==> config.mk <==
export PLATFORM = sky130hd
export DESIGN_NAME = capi_res_arb
export DESIGN_NICKNAME = d
export VERILOG_FILES = /design/src/rtl/capi_res_arb.sv
export SDC_FILE = /design/constraint.sdc
export NUM_CORES = 1
export LEC_CHECK = 0
export BUFFER_PORTS_ARGS = -buffer_cell sky130_fd_sc_hd__buf_4
export CAP_MARGIN = 40
export CORE_UTILIZATION = 41
export CTS_CLUSTER_DIAMETER = 80
export DETAILED_ROUTE_END_ITERATION = 16
export GPL_TIMING_DRIVEN = 0
export PLACE_DENSITY_LB_ADDON = 0.1
export SETUP_SLACK_MARGIN = 0.2
export SLEW_MARGIN = 20
export SYNTH_ARGS = -nofsm -noshare
export SYNTH_HDL_FRONTEND = slang
export SYNTH_SLANG_ARGS = --single-unit
==> constraint.sdc <==
create_clock -name clk -period 3.3 [get_ports clk]
set_clock_uncertainty 0.2 [all_clocks]
set_input_delay 0.33 -clock clk [delete_from_list [all_inputs] [get_ports clk]]
set_output_delay 0.33 -clock clk [all_outputs]
set_load 0.005 [all_outputs]
==> src/rtl/capi_res_arb.sv <==
// capi_res_arb: round-robin arbiter sharing one sequential resource-ID pool among num_req requesters.
// Optional macro RES_ARB_OWNER_CHECK_EN adds a per-ID owner table that flags releases by a non-owner.
module capi_res_arb #(
  parameter int num_req  = 4,
  parameter int id_width = 4,
  parameter int max_out  = 8
) (
  input  logic                       clk,
  input  logic                       reset,
  input  logic [num_req-1:0]         i_req,
  output logic [num_req-1:0]         o_gnt_v,
  output logic [id_width-1:0]        o_gnt_id,
  input  logic                       i_pool_v,
  input  logic [id_width-1:0]        i_pool_id,
  output logic                       o_pool_r,
  input  logic                       i_rel_v,
  input  logic [id_width-1:0]        i_rel_id,
  input  logic [$clog2(num_req)-1:0] i_rel_req,
  output logic                       o_free_v,
  output logic [id_width-1:0]        o_free_id,
  output logic                       o_rel_err
);

  localparam int req_w   = $clog2(num_req);
  localparam int cnt_w   = $clog2(max_out + 1);
  localparam int num_ids = 2 ** id_width;

  logic [num_req-1:0]  elig;
  logic                win_found;
  logic [req_w-1:0]    win_idx;
  logic                pop;
  int                  idx;
  logic [req_w-1:0]    rr_q, rr_d;
  logic [cnt_w-1:0]    cnt_q [num_req];
  logic [cnt_w-1:0]    cnt_d [num_req];
  logic                rel_zero;
  logic                owner_err;
  logic [num_req-1:0]  gnt_v_d, gnt_v_q;
  logic [id_width-1:0] gnt_id_q;
  logic                free_v_q;
  logic [id_width-1:0] free_id_q;
  logic                rel_err_q;

  always_comb begin
    for (int i = 0; i < num_req; i++) begin
      elig[i] = i_req[i] && (cnt_q[i] < cnt_w'(max_out));
    end
  end

  // Search starts at the rr pointer and wraps, so the first hit is the round-robin winner.
  always_comb begin
    // NOTE: every always_comb output gets a default first so no path can infer a latch.
    win_found = 1'b0;
    win_idx   = '0;
    idx       = 0;
    for (int k = 0; k < num_req; k++) begin
      idx = int'(rr_q) + k;
      if (idx >= num_req) idx = idx - num_req;
      if (!win_found && elig[idx[req_w-1:0]]) begin
        win_found = 1'b1;
        win_idx   = idx[req_w-1:0];
      end
    end
  end

  assign pop      = i_pool_v && win_found;
  assign o_pool_r = pop && !reset;

  always_comb begin
    gnt_v_d = '0;
    if (pop) gnt_v_d[win_idx] = 1'b1;
    rr_d = rr_q;
    if (pop) rr_d = (win_idx == req_w'(num_req - 1)) ? '0 : win_idx + req_w'(1);
  end

  // A release against a zero count saturates; a simultaneous pop and release cancel out.
  always_comb begin
    rel_zero = 1'b0;
    for (int i = 0; i < num_req; i++) begin
      cnt_d[i] = cnt_q[i];
      if (i_rel_v && (i_rel_req == req_w'(i)) && (cnt_q[i] == '0)) rel_zero = 1'b1;
      if (pop && (win_idx == req_w'(i))) begin
        if (!(i_rel_v && (i_rel_req == req_w'(i)) && (cnt_q[i] != '0)))
          cnt_d[i] = cnt_q[i] + cnt_w'(1);
      end else if (i_rel_v && (i_rel_req == req_w'(i)) && (cnt_q[i] != '0)) begin
        cnt_d[i] = cnt_q[i] - cnt_w'(1);
      end
    end
  end

`ifdef RES_ARB_OWNER_CHECK_EN
  logic [req_w-1:0] owner_q [num_ids];

  assign owner_err = i_rel_v && (owner_q[i_rel_id] != i_rel_req);

  always_ff @(posedge clk or posedge reset) begin
    if (reset) begin
      // NOTE: the owner table is reset like other state so the first releases after reset compare against known owners.
      for (int j = 0; j < num_ids; j++) owner_q[j] <= '0;
    end else if (pop) begin
      owner_q[i_pool_id] <= win_idx;
    end
  end
`else
  assign owner_err = 1'b0;
`endif

  always_ff @(posedge clk or posedge reset) begin
    if (reset) begin
      rr_q      <= '0;
      gnt_v_q   <= '0;
      gnt_id_q  <= '0;
      free_v_q  <= 1'b0;
      free_id_q <= '0;
      rel_err_q <= 1'b0;
      for (int i = 0; i < num_req; i++) cnt_q[i] <= '0;
    end else begin
      // NOTE: sequential state uses non-blocking assignments so every register samples pre-edge values.
      rr_q      <= rr_d;
      gnt_v_q   <= gnt_v_d;
      gnt_id_q  <= pop ? i_pool_id : '0;
      free_v_q  <= i_rel_v;
      free_id_q <= i_rel_id;
      rel_err_q <= rel_zero || owner_err;
      for (int i = 0; i < num_req; i++) cnt_q[i] <= cnt_d[i];
    end
  end

  assign o_gnt_v   = gnt_v_q;
  assign o_gnt_id  = gnt_id_q;
  assign o_free_v  = free_v_q;
  assign o_free_id = free_id_q;
  assign o_rel_err = rel_err_q;

endmodule

==> results_dict.tcl <==
set metrics [dict create \
    crit-reg2reg-launch "cnt_q[3]" \
    max_cap_viol 0 \
    power_density_nw_per_um2 822 \
    post-route-util 0.551 \
    final_cell_area_um2 2280 \
    critPathCaptureType "flop" \
    all_layer_global_routing_usage 0.156 \
    async_flop_share 1.00 \
    drt-vias-per-instance 5.09 \
    detailed_route_wirelength_on_metal2_um 1500 \
    hpwl_um 2340 \
    cts_post_setup_buffers_inserted 0 \
    syn_nets 182 \
    finalCritPeriodShare 0.888 \
    pin_count_of_the_biggest_net_entering_global_routing 34 \
    initial_util 0.444 \
    hold_class "input port to flop" \
    area_growth_pct 24.2 \
    layout.nets 227 \
    ant_nets 0 \
    synth-seq-area-share 0.435 \
    worst_slew_margin_rel 0.528 \
    number_of_ports_placed_on_the_die_boundary 33 \
    grt_first_pass_wirelength_um 5350 \
    crit_path_cell_trace "nor2b_4 -> nor2_1 -> o21ai_0 -> o21ai_1 -> or2_2 -> ha_1 -> nand2_4 -> ha_1 -> a21o_1 -> a21oi_1 -> nor4bb_1 -> a31oi_1 -> xnor2_1" \
    dr.first_iter.drc_count 19 \
    routed-via-count 1226 \
    clock_sinks 32 \
    post_synthesis_cell_type_with_the_largest_combined_area "sky130_fd_sc_hd__dfrtp_1" \
    placementRows 23 \
    global_route.overflow_total 0 \
    worst_slew_pin_slew_ns 0.702 \
    numCtsBuffers 5 \
    ir_worst_vdd_v 0.000334 \
    worstPathMaxFanout 6 \
    layout-drive-gt1-share 0.309 \
    cpPeakStageDelay_ns 0.43 \
    power_mw 1.88 \
    capturing_point_of_the_worst_reg2reg_path "cnt_q[7]" \
    rsz0062_at_grt "false" \
    placedInstanceArea_um2 2140 \
    detail_route.wirelength_um 3150 \
    finalWorstPathRequiredPeriod_ns 2.93 \
    clk_transition_reported_paths_ns 0.06 \
    startpoint_type "flop" \
    criticalPathCategory "flop to flop" \
    tns_ns 0 \
    syn-mean-instance-area_um2 12.4 \
    synth_area_um2 1840 \
    number_of_synthesized_register_bits 32 \
    count_of_mapped_cells_out_of_synthesis 148 \
    count_of_placed_standard_cells_in_the_final_layout_fillers_left_out 241 \
    final_hold_violation_count 0 \
    tritoncts_clock_tree "yes" \
    wl_met1_um 1460 \
    io_buffer_count 32 \
    die-height_um 69.0 \
    static-leakage-power_nw 1.10 \
    synthTopCellsByArea "sky130_fd_sc_hd__dfrtp_1 44%, sky130_fd_sc_hd__ha_1 8.2%, sky130_fd_sc_hd__mux2_4 4.9%, sky130_fd_sc_hd__fa_1 4.4%, sky130_fd_sc_hd__xnor2_1 3.8%" \
    dieWidth_um 69.0 \
    gp_routability_congestion 0.853 \
    synth_edf_count 0 \
    timing.critical_path.slowest_stage_cell "sky130_fd_sc_hd__dfrtp_1" \
    cts_htree_levels 2 \
    synth-warning-count 0 \
    setup_viol_count_final 0 \
    first_global_vias 1232 \
    run_status "completed" \
    die-area_um2 4760 \
    synth_most_common_cell "sky130_fd_sc_hd__dfrtp_1" \
    cts-root-buf "sky130_fd_sc_hd__clkbuf_8" \
    crit_start "cnt_q[3]" \
    core_ar_um2 4140 \
    wl_per_cell_um 13.1 \
    wl_met3_um 147 \
    route.top_layer_used "met4" \
    max_clock_freq_mhz 341 \
    insertedDiodeCount 0 \
    clkLatencyLatePin_ns 0.27 \
    cp.required_ns 3.30 \
    synth_top_area_share 0.435 \
    worstPathArrival_ns 2.93 \
    drv_slew 0 \
    synth_flop_cell "sky130_fd_sc_hd__dfrtp_1" \
    post_route_drc_violation_count 0 \
    first_pass_iters 4 \
    endpoint_of_the_most_critical_setup_path "cnt_q[7]" \
    r2r.worst_path.cells 13 \
    ff2ff_setup_slack_ns 0.37 \
    post_synth_most_frequent_cells "32 x sky130_fd_sc_hd__dfrtp_1, 12 x sky130_fd_sc_hd__ha_1, 8 x sky130_fd_sc_hd__nor2_1, 8 x sky130_fd_sc_hd__xnor2_1" \
    dp_cells 230 \
    initial_antenna_violation_count 0 \
    path_common_cell "sky130_fd_sc_hd__ha_1" \
    clock_tree.buffer_depth 2 \
    synth.lib_cells_used.distinct 38 \
]
## sequential cells by signal, summed over array words and instances, names as in the netlist
name       cells
o_gnt_id       4
o_gnt_v        4
rr_q           2
cnt_q         16
o_free_v       1
o_rel_err      1
o_free_id      4
## cell families after synthesis
| kind of cell | synth area share |
|---|---|
| buffers and inverters | 0.0163 |
| DFF | 0.435 |
| AOI/OAI and AO/OA | 0.0884 |
| muxes | 0.0959 |
| xor gates and xnor gates | 0.0871 |
| adders and majority gates | 0.125 |
| and+or+nand+nor | 0.152 |
## placed cells by master (no fill, tap or decap), types with 3 or more instances in the layout
cell / n
sky130_fd_sc_hd__dfrtp_1: 32
sky130_fd_sc_hd__buf_4: 32
sky130_fd_sc_hd__ha_1: 12
sky130_fd_sc_hd__xnor2_1: 8
sky130_fd_sc_hd__nor2_1: 8
sky130_fd_sc_hd__mux2_4: 6
sky130_fd_sc_hd__a21o_1: 6
sky130_fd_sc_hd__a21oi_1: 6
sky130_fd_sc_hd__and2_1: 6
sky130_fd_sc_hd__dlygate4sd3_1: 6
sky130_fd_sc_hd__inv_1: 5
sky130_fd_sc_hd__clkbuf_8: 5
sky130_fd_sc_hd__nor4_1: 4
sky130_fd_sc_hd__xor2_1: 4
sky130_fd_sc_hd__nand2_1: 4
sky130_fd_sc_hd__fa_1: 4
sky130_fd_sc_hd__mux2_1: 3
sky130_fd_sc_hd__o21ai_0: 3
sky130_fd_sc_hd__mux2i_1: 3
## worst max-delay path: cells and delay by family (launching register included)
kind                       cells  cell delay, ns
DFF                            1            0.43
adders and majority gates      2            0.48
and+or+nand+nor                5            0.78
xor gates and xnor gates       1            0.14
AOI/OAI and AO/OA              5            0.83
## routing by layer
layer / GRT usage / vias up
li1: - / 601
met4: 0.0612 / 0
met2: 0.252 / 33
met3: 0.0493 / 7
met1: 0.192 / 585
met5: 0 / -
## worst min path at each step
stage                            start            to  slack [ns]  cells after the start
final                     i_pool_id[3]   o_gnt_id[3]        0.06                      2
after CTS                 i_pool_id[3]   o_gnt_id[3]        0.05                      2
after detailed placement   i_rel_id[1]  o_free_id[1]        0.24                      1
after floorplan            i_rel_id[0]  o_free_id[0]        0.16                      0
after global routing      i_pool_id[0]   o_gnt_id[0]        0.06                      2
after global placement     i_rel_id[1]  o_free_id[1]        0.24                      1
## timing repair
action,CTS,global route
gates resized for setup,0,5
endpoints found under the hold margin,29,0
hold buffers,6,0
endpoints found under the setup margin,0,4
## layout make-up
| class | count | area [um2] |
|---|---|---|
| Tap cell | 50 | 62.6 |
| Clock buffer | 5 | 68.8 |
| Buffer | 2 | 8.76 |
| Multi-Input combinational cell | 108 | 1020 |
| Timing Repair Buffer | 38 | 300 |
| Sequential cell | 32 | 801 |
| Fill cell | 357 | 1860 |
| Inverter | 6 | 22.5 |
## report_power, final
part	total (mW)	switching, mW	leakage, nW	internal [mW]
clock	0.258	0.122	0.0359	0.135
sequential	0.691	0.153	0.391	0.539
combinational	0.930	0.419	0.674	0.511
total	1.88	0.693	1.10	1.19
## metrics by stage
| step | worst slack, ns | hold WS (ns) |
|---|---|---|
| after floorplan | 0.489 | 0.161 |
| after global placement | 0.235 | 0.240 |
| after detailed placement | 0.219 | 0.241 |
| after CTS | 0.204 | 0.0531 |
| after global routing | 0.209 | 0.0609 |
| final | 0.369 | 0.0604 |
Power figures use the tool's default switching activity.
